## src/rtl/bullet_hit_detect.sv

```systemverilog
// Per-pixel bullet/enemy collision detector with per-frame commit, wave FSM and BCD score.
// Optional score logic is built only when GATORGA_SCORE_EN is defined; otherwise score is tied to zero.
module bullet_hit_detect #(
  parameter int N_ENEMY      = 8,
  parameter int SCORE_DIGITS = 4
) (
  input  logic                      pixel_clk,
  input  logic                      rst,
  input  logic                      fsync,
  input  logic                      bullet_active,
  input  logic [N_ENEMY-1:0]        enemy_active,
  input  logic signed [11:0]        hpos,
  input  logic signed [11:0]        vpos,
  output logic [N_ENEMY-1:0]        alive,
  output logic                      hit,
  output logic [N_ENEMY-1:0]        hit_mask,
  output logic                      bullet_kill,
  output logic signed [11:0]        hit_x,
  output logic signed [11:0]        hit_y,
  output logic                      wave_clear,
  output logic [4*SCORE_DIGITS-1:0] score
);

  typedef enum logic {
    PLAY   = 1'b0,
    RELOAD = 1'b1
  } wave_state_t;

  wave_state_t              state_r;
  wave_state_t              state_s;
  logic [N_ENEMY-1:0]       acc_r;
  logic                     first_r;
  logic signed [11:0]       shadow_x_r;
  logic signed [11:0]       shadow_y_r;
  logic [N_ENEMY-1:0]       overlap_s;
  logic [N_ENEMY-1:0]       c_s;
  logic [N_ENEMY-1:0]       alive_next_s;
  logic                     commit_s;
  logic                     any_hit_s;
  logic                     wave_done_s;

  // Overlap detection and commit decode; RELOAD masks all overlaps
  always_comb begin
    overlap_s = {N_ENEMY{1'b0}};
    if (state_r == PLAY) begin
      overlap_s = {N_ENEMY{bullet_active}} & enemy_active & alive;
    end else begin
      overlap_s = {N_ENEMY{1'b0}};
    end
    c_s          = acc_r | overlap_s;
    commit_s     = fsync && (state_r == PLAY);
    any_hit_s    = |c_s;
    alive_next_s = alive & ~c_s;
    wave_done_s  = commit_s && any_hit_s && (alive_next_s == {N_ENEMY{1'b0}});
  end

  // Wave FSM next-state
  always_comb begin
    state_s = state_r;
    case (state_r)
      PLAY: begin
        if (wave_done_s) begin
          state_s = RELOAD;
        end else begin
          state_s = PLAY;
        end
      end
      RELOAD: begin
        if (fsync) begin
          state_s = PLAY;
        end else begin
          state_s = RELOAD;
        end
      end
      default: state_s = PLAY;
    endcase
  end

  // Wave FSM state register
  always_ff @(posedge pixel_clk) begin
    if (rst) begin
      state_r <= PLAY;
    end else begin
      state_r <= state_s;
    end
  end

  // Frame accumulation, first-hit shadow and commit of the registered outputs
  always_ff @(posedge pixel_clk) begin
    if (rst) begin
      alive       <= {N_ENEMY{1'b1}};
      hit         <= 1'b0;
      bullet_kill <= 1'b0;
      wave_clear  <= 1'b0;
      hit_mask    <= {N_ENEMY{1'b0}};
      hit_x       <= 12'sd0;
      hit_y       <= 12'sd0;
      acc_r       <= {N_ENEMY{1'b0}};
      first_r     <= 1'b0;
      shadow_x_r  <= 12'sd0;
      shadow_y_r  <= 12'sd0;
    end else begin
      hit         <= 1'b0;
      bullet_kill <= 1'b0;
      wave_clear  <= 1'b0;
      if (fsync) begin
        acc_r   <= {N_ENEMY{1'b0}};
        first_r <= 1'b0;
        if (state_r == RELOAD) begin
          alive    <= {N_ENEMY{1'b1}};
          hit_mask <= {N_ENEMY{1'b0}};
        end else begin
          hit_mask   <= c_s;
          alive      <= alive_next_s;
          wave_clear <= wave_done_s;
          if (any_hit_s) begin
            hit         <= 1'b1;
            bullet_kill <= 1'b1;
            // An overlap only on the strobe cycle never reached the shadow
            hit_x       <= first_r ? shadow_x_r : hpos;
            hit_y       <= first_r ? shadow_y_r : vpos;
          end
        end
      end else begin
        acc_r <= c_s;
        if (!first_r && (|overlap_s)) begin
          first_r    <= 1'b1;
          shadow_x_r <= hpos;
          shadow_y_r <= vpos;
        end
      end
    end
  end

`ifdef GATORGA_SCORE_EN
  localparam int PW = $clog2(N_ENEMY*2+1);
  localparam logic [4*SCORE_DIGITS-1:0] SCORE_MAX = {SCORE_DIGITS{4'h9}};

  function automatic logic [PW-1:0] popcount(input logic [N_ENEMY-1:0] v);
    logic [PW-1:0] cnt;
    cnt = {PW{1'b0}};
    for (int i = 0; i < N_ENEMY; i++) begin
      cnt = cnt + PW'(v[i]);
    end
    return cnt;
  endfunction

  function automatic logic [4*SCORE_DIGITS-1:0] bcd_inc(input logic [4*SCORE_DIGITS-1:0] v);
    logic [4*SCORE_DIGITS-1:0] r;
    logic                      carry;
    r     = v;
    carry = 1'b1;
    for (int i = 0; i < SCORE_DIGITS; i++) begin
      if (carry && (v[4*i+:4] == 4'd9)) begin
        r[4*i+:4] = 4'd0;
      end else if (carry) begin
        r[4*i+:4] = v[4*i+:4] + 4'd1;
        carry     = 1'b0;
      end else begin
        r[4*i+:4] = v[4*i+:4];
      end
    end
    return r;
  endfunction

  logic [PW-1:0]             pending_r;
  logic [PW-1:0]             pending_s;
  logic [4*SCORE_DIGITS-1:0] score_r;

  // Drain one kill per cycle; a same-cycle commit adds its popcount on top
  always_comb begin
    pending_s = pending_r;
    if (pending_r != {PW{1'b0}}) begin
      pending_s = pending_r - PW'(1'b1);
    end else begin
      pending_s = pending_r;
    end
    if (commit_s) begin
      pending_s = pending_s + popcount(c_s);
    end else begin
      pending_s = pending_s;
    end
  end

  // Pending counter and saturating BCD score
  always_ff @(posedge pixel_clk) begin
    if (rst) begin
      pending_r <= {PW{1'b0}};
      score_r   <= {(4*SCORE_DIGITS){1'b0}};
    end else begin
      pending_r <= pending_s;
      if ((pending_r != {PW{1'b0}}) && (score_r != SCORE_MAX)) begin
        score_r <= bcd_inc(score_r);
      end
    end
  end

  assign score = score_r;
`else
  assign score = {(4*SCORE_DIGITS){1'b0}};
`endif

endmodule
```

## config.mk

```make
export PLATFORM = sky130hd
export DESIGN_NAME = bullet_hit_detect
export DESIGN_NICKNAME = d
export VERILOG_FILES = /design/src/rtl/bullet_hit_detect.sv
export SDC_FILE = /design/constraint.sdc
export NUM_CORES = 1
export LEC_CHECK = 0
export CAP_MARGIN = 25
export CORE_MARGIN = 3
export CORE_UTILIZATION = 40
export CTS_CLUSTER_SIZE = 12
export DETAILED_ROUTE_END_ITERATION = 12
export HOLD_SLACK_MARGIN = 0.12
export PLACE_DENSITY = 0.7
export REMOVE_ABC_BUFFERS = 1
export SLEW_MARGIN = 40
export SYNTH_ARGS = -nofsm -noshare
export SYNTH_HDL_FRONTEND = slang
export SYNTH_SLANG_ARGS = --single-unit
```

## constraint.sdc

```tcl
create_clock -name pixel_clk -period 4.7 [get_ports pixel_clk]
set_clock_uncertainty 0.15 [all_clocks]
set_input_delay 0.705 -clock pixel_clk [delete_from_list [all_inputs] [get_ports pixel_clk]]
set_output_delay 0.705 -clock pixel_clk [all_outputs]
set_load 0.05 [all_outputs]
```

Word-level counts from Yosys, hierarchy flattened

Index checks and enable logic that the tools add are counted.

Reductions and logical operators: 12
Muxes and demuxes: 9
Bitwise operators: 7

Operators with widths:

| cell              | number |
|---|---|
| $and 8x8->8       | 3 |
| $mux 12           | 2 |
| $mux 8            | 3 |
| $reduce_or 8->1   | 2 |
| $logic_not 8->1   | 1 |
| $not 8->8         | 1 |
| $or 8x8->8        | 1 |
| $logic_and 1x1->1 | 4 |
| $mux 1            | 3 |
| $reduce_and 3->1  | 1 |
| $reduce_or 3->1   | 1 |
| $not 1->1         | 2 |
| $pmux 1 s2        | 1 |
| $reduce_and 2->1  | 1 |
| $reduce_or 2->1   | 1 |
| $logic_not 1->1   | 1 |

Output and inout port bits: 59
Input port bits: 36
Logic and storage cells: 39
Bits in registers: 76

Logic depth before layout (Yosys ltp)

Word-level depth: 10
Depth in mapped cells: 6
Depth with buffers taken out: 5

Worst setup path before layout

Ideal clock, no wire load.

Path kind: in2reg
From: input enemy_active[5]
To: register shadow_x_r[0]
Stages: 6
Setup slack: 2.428 ns
Arrival time: 1.994 ns
Library setup time: 0.128 ns
Path buffers: 1
Cell sequence: a22o_1 > a211o_1 > o2111ai_2 > buf_4 > mux2i_1 > nor2_1

Cells in the longest elaborated chain, start to end: 6

Ends and longest elaborated chain:

| what                       | RTL line | text |
|---|---|---|
| start, declared            | 11       | `input logic [N_ENEMY-1:0] enemy_active,` |
| $and 8x8->8 (2 in a row)   | 46       | `overlap_s = {N_ENEMY{bullet_active}} & enemy_active & alive;` |
| $mux 8                     | 45       | `if (state_r == PLAY) begin` |
| $reduce_or 8->1            | 126      | `if (!first_r && (\|overlap_s)) begin` |
| $logic_and 1x1->1          | 126      |  |
| $reduce_and 2->1 (no line) | -        |  |
| end signal, assigned       | 128      | `shadow_x_r <= hpos;` |
| end, declared              | 33       | `logic signed [11:0] shadow_x_r;` |

No other way between the ends.
A chain may end at the register's enable or synchronous reset.

Final worst setup path

From: input bullet_active
To: register hit_y[5]

Cells in the longest elaborated chain, start to end: 6

Ends and longest elaborated chain:

| what                       | RTL line | text |
|---|---|---|
| start, declared            | 10       | `input logic bullet_active,` |
| $and 8x8->8 (2 in a row)   | 46       |  |
| $mux 8                     | 45       |  |
| $or 8x8->8                 | 50       | `c_s = acc_r \| overlap_s;` |
| $reduce_or 8->1            | 52       | `any_hit_s = \|c_s;` |
| $reduce_and 3->1 (no line) | -        |  |
| end signal, assigned       | 121      | `hit_y <= first_r ? shadow_y_r : vpos;` |
| end, declared              | 19       | `output logic signed [11:0] hit_y,` |

No other way between the ends.

==> impl_metrics.xml <==
<?xml version="1.0" encoding="UTF-8"?>
<metrics>
  <group name="logic_synthesis">
    <metric name="seq_area_frac_synth" unit="%">47.6</metric>
    <metric name="synth_seq_cells" unit="">76</metric>
    <metric name="ys_types" unit="">32</metric>
    <metric name="synth_cells" unit="">336</metric>
    <metric name="synthesis.yosys.warnings" unit="">0</metric>
    <metric name="mappedNetlistArea" unit="sq mm">0.00320</metric>
    <metric name="synth.avg_cell_area" unit="sq um">9.51</metric>
  </group>
  <group name="routing">
    <metric name="detail_route.wl_per_cell" unit="um">14.4</metric>
    <metric name="routed-via-count" unit="">2533</metric>
    <metric name="detail_route.first_pass.iterations" unit="">4</metric>
    <metric name="drt_drc_violations_left" unit="">0</metric>
    <metric name="drt_iter0_markers" unit="">106</metric>
    <metric name="route.detailed.vias_per_inst" unit="">4.97</metric>
    <metric name="detail_route.wirelength" unit="um">7330</metric>
    <metric name="ant_nets" unit="">0</metric>
  </group>
  <group name="cts">
    <metric name="postCtsHoldBufs" unit="">0</metric>
    <metric name="tritoncts" unit="">done</metric>
    <metric name="clkTransAtPathRegs" unit="ns">0.07</metric>
    <metric name="clk-insertion-delay-late" unit="ns">0.34</metric>
    <metric name="clock-sinks" unit="">76</metric>
    <metric name="cts_buffer_depth" unit="">2</metric>
    <metric name="tritoncts.num_buffers" unit="">9</metric>
    <metric name="clk_root_buffer_cell" unit="">sky130_fd_sc_hd__clkbuf_8</metric>
    <metric name="cts_htree_levels" unit="">3</metric>
    <metric name="setup_bufs_post_cts" unit="">0</metric>
    <metric name="cts.repair.resized" unit="">0</metric>
  </group>
  <group name="hold_path">
    <metric name="worstHoldPathType" unit="">reg -&gt; reg</metric>
  </group>
  <group name="place">
    <metric name="dp_hpwl" unit="um">5060</metric>
    <metric name="dp_slack" unit="ns">1.23</metric>
    <metric name="placed_cells" unit="">495</metric>
    <metric name="numPortBuffers" unit="">78</metric>
    <metric name="gp_congestion" unit="">0.878</metric>
  </group>
  <group name="setup_path">
    <metric name="r2r-end" unit="">hit_y[5]</metric>
    <metric name="worst_setup_path_end_kind" unit="">flop</metric>
    <metric name="crit_path_cell_trace" unit="">clkdlybuf4s50_1 -&gt; and2b_4 -&gt; a2111oi_1 -&gt; a41oi_4 -&gt; buf_4 -&gt; nor2_1 -&gt; a211oi_2</metric>
    <metric name="critical_path.reg2reg.startpoint" unit="">state_r</metric>
    <metric name="worst-r2r-setup-slack" unit="ns">1.93</metric>
    <metric name="worst_setup_ep" unit="">hit_y[5]</metric>
    <metric name="timing_worst_setup_path_type" unit="">in -&gt; reg</metric>
    <metric name="critical_path_launch_point" unit="">bullet_active</metric>
    <metric name="critical_path_peak_fanout" unit="">34</metric>
    <metric name="cp_max_stage_delay" unit="ns">0.74</metric>
    <metric name="worst_ep_required_time" unit="ns">4.76</metric>
    <metric name="critPathSlowestCell" unit="">sky130_fd_sc_hd__a2111oi_1</metric>
    <metric name="r2r_cells" unit="">6</metric>
    <metric name="worst_setup_path_start_kind" unit="">input pin</metric>
    <metric name="worstPathArrival" unit="ns">3.21</metric>
  </group>
  <group name="floorplanning">
    <metric name="initial_core_utilization" unit="%">42.7</metric>
    <metric name="design.portCount" unit="">95</metric>
    <metric name="floorplan.rows" unit="">31</metric>
    <metric name="die_x" unit="um">95.4</metric>
    <metric name="dieArea" unit="sq mm">0.00910</metric>
    <metric name="die_y" unit="um">95.4</metric>
    <metric name="floorplan_core_area" unit="sq mm">0.00749</metric>
  </group>
  <group name="final_layout">
    <metric name="instances_no_fill" unit="">510</metric>
    <metric name="final.fill_count" unit="">659</metric>
    <metric name="fraction_of_final_layout_cells_sized_beyond_drive_strength_1" unit="%">8.03</metric>
    <metric name="fin_nets" unit="">443</metric>
    <metric name="areaGrowthSynthToFinish" unit="%">31.0</metric>
    <metric name="diodes" unit="">0</metric>
    <metric name="layout_common_cells" unit="">sky130_fd_sc_hd__nor2_1, sky130_fd_sc_hd__clkdlybuf4s50_1, sky130_fd_sc_hd__dfxtp_1</metric>
  </group>
  <group name="sta">
    <metric name="finalHoldViolations" unit="">0</metric>
    <metric name="final-max-slew-violation-count" unit="">0</metric>
    <metric name="setup-tns-final" unit="ns">0</metric>
    <metric name="max-slew-margin-rel" unit="%">45.4</metric>
    <metric name="fmax" unit="MHz">317</metric>
    <metric name="post-route-min-period" unit="ns">3.15</metric>
    <metric name="finalCritPeriodShare" unit="%">67.1</metric>
    <metric name="post-route-worst-setup-slack" unit="ns">1.55</metric>
    <metric name="worst_slew_pin_slew" unit="ns">0.818</metric>
    <metric name="grt_setup_unrepaired" unit="">no</metric>
    <metric name="timing.final.setup_violations" unit="">0</metric>
  </group>
  <group name="global_routing">
    <metric name="grt_antenna_before_repair" unit="">0</metric>
    <metric name="grt_usage" unit="%">16.4</metric>
    <metric name="grt_pass1_vias" unit="">2384</metric>
    <metric name="grt_start_max_net_pins" unit="">36</metric>
    <metric name="grt_pass1_wl" unit="um">11500</metric>
    <metric name="grt_remaining_overflow" unit="">0</metric>
  </group>
  <group name="pwr">
    <metric name="cellLeakagePower" unit="nW">1.71</metric>
    <metric name="power_per_cell_area" unit="mW/mm^2">361</metric>
    <metric name="worst_ir_drop_vdd" unit="mV">0.202</metric>
  </group>
  <group name="outcome">
    <metric name="run_status" unit="">finished, final reports clean</metric>
  </group>
  <group name="run">
    <metric name="max_cap_viol_count" unit="">0</metric>
  </group>
</metrics>
[cell type report]
cell class	instances	area (sq um)	area share (%)
Multi-Input combinational cell	235	1530	36.5
Sequential cell	76	1520	36.3
Timing Repair Buffer	83	837	20.0
Clock buffer	13	159	3.79
Tap cell	99	124	2.96
Clock inverter	2	10.0	0.239
Inverter	2	7.51	0.179
[state kept, by name, indices dropped and copies added (netlist names)]
register	count
wave_clear	1
hit_y	12
acc_r	8
shadow_x_r	12
bullet_kill	1
alive	8
state_r	1
first_r	1
shadow_y_r	12
hit_x	12
hit_mask	8
[critical path, delay by kind of cell]
family          cells  cell delay, ns
compound gates      3            1.18
buf+inv             2            0.88
simple gates        2            0.44
[Yosys cell counts]
master                      count  share of area [%]
sky130_fd_sc_hd__conb_1         1               0.12
sky130_fd_sc_hd__clkbuf_1      16                1.9
sky130_fd_sc_hd__mux2i_1       48                 15
sky130_fd_sc_hd__nor4_1         1               0.20
sky130_fd_sc_hd__inv_1          2               0.24
sky130_fd_sc_hd__a211o_1        2               0.55
sky130_fd_sc_hd__a211oi_1      14                3.3
sky130_fd_sc_hd__and4_1         1               0.27
sky130_fd_sc_hd__nand2b_1       7                1.4
sky130_fd_sc_hd__a21o_1         1               0.24
sky130_fd_sc_hd__nor2_1        77                9.0
sky130_fd_sc_hd__a2111oi_1      3               0.94
sky130_fd_sc_hd__nand2_1        8               0.94
sky130_fd_sc_hd__a2111oi_0      1               0.27
sky130_fd_sc_hd__buf_2          2               0.31
sky130_fd_sc_hd__buf_6          1               0.35
sky130_fd_sc_hd__a21oi_1       20                3.1
sky130_fd_sc_hd__or2_2          1               0.20
sky130_fd_sc_hd__a41oi_1        1               0.27
sky130_fd_sc_hd__o21ai_0        9                1.4
sky130_fd_sc_hd__and2b_4        1               0.31
sky130_fd_sc_hd__nor2b_1        1               0.20
sky130_fd_sc_hd__a22o_1         2               0.55
sky130_fd_sc_hd__a22oi_1        1               0.24
sky130_fd_sc_hd__and2_0         1               0.20
sky130_fd_sc_hd__buf_4         19                4.5
sky130_fd_sc_hd__nor3_1         1               0.16
sky130_fd_sc_hd__o2111ai_2      1               0.47
sky130_fd_sc_hd__dfxtp_1       76                 48
sky130_fd_sc_hd__and2_1         3               0.59
sky130_fd_sc_hd__a211oi_2      10                3.9
sky130_fd_sc_hd__and4b_1        4                1.3
[per-stage QoR]
stage	power, mW	util [%]	area (sq um)	hold WS [ns]
after floorplan	0.958	-	3030	0.313
after global placement	1.08	53.2	3980	0.318
after detailed placement	1.09	53.7	4020	0.330
after CTS	1.53	55.9	4190	0.342
after global routing	1.58	55.9	4190	0.370
final	1.51	55.9	4190	0.338
[worst min path at each step]
| stage | end | from | depth (start not counted) |
|---|---|---|---|
| after detailed placement | alive[3] | alive[3] | 2 |
| after global placement | hit_mask[4] | hit_mask[4] | 2 |
| after CTS | alive[3] | alive[3] | 2 |
| final | hit_mask[1] | hit_mask[1] | 2 |
| after global routing | hit_y[9] | hit_y[9] | 2 |
| after floorplan | shadow_x_r[0] | shadow_x_r[0] | 2 |
[per-layer routing]
layer,share of wire [%],vias to the layer above,track usage [%]
met5,0,-,0
met4,1.1,0,4.86
met3,7.4,9,6.00
met2,46,88,25.4
met1,46,1158,21.5
li1,-,1278,-
[power by group]
| group | total (mW) | internal [mW] | switching (mW) |
|---|---|---|---|
| Sequential | 0.711 | 0.685 | 0.0257 |
| Clock | 0.437 | 0.217 | 0.220 |
| Combinational | 0.365 | 0.132 | 0.234 |
[cell families (layout without fill, tap and decap cells)]
kind of cell,count (synthesis),after routing,synth area share [%]
other,1,16,0.117
buffers and inverters,40,100,7.24
AO/OA/AOI/OAI,65,65,15.3
AND/OR/NAND/NOR,106,106,14.7
multiplexers,48,48,15.0
flip-flops,76,76,47.6
No activity file was read; power rests on OpenSTA's default activity.
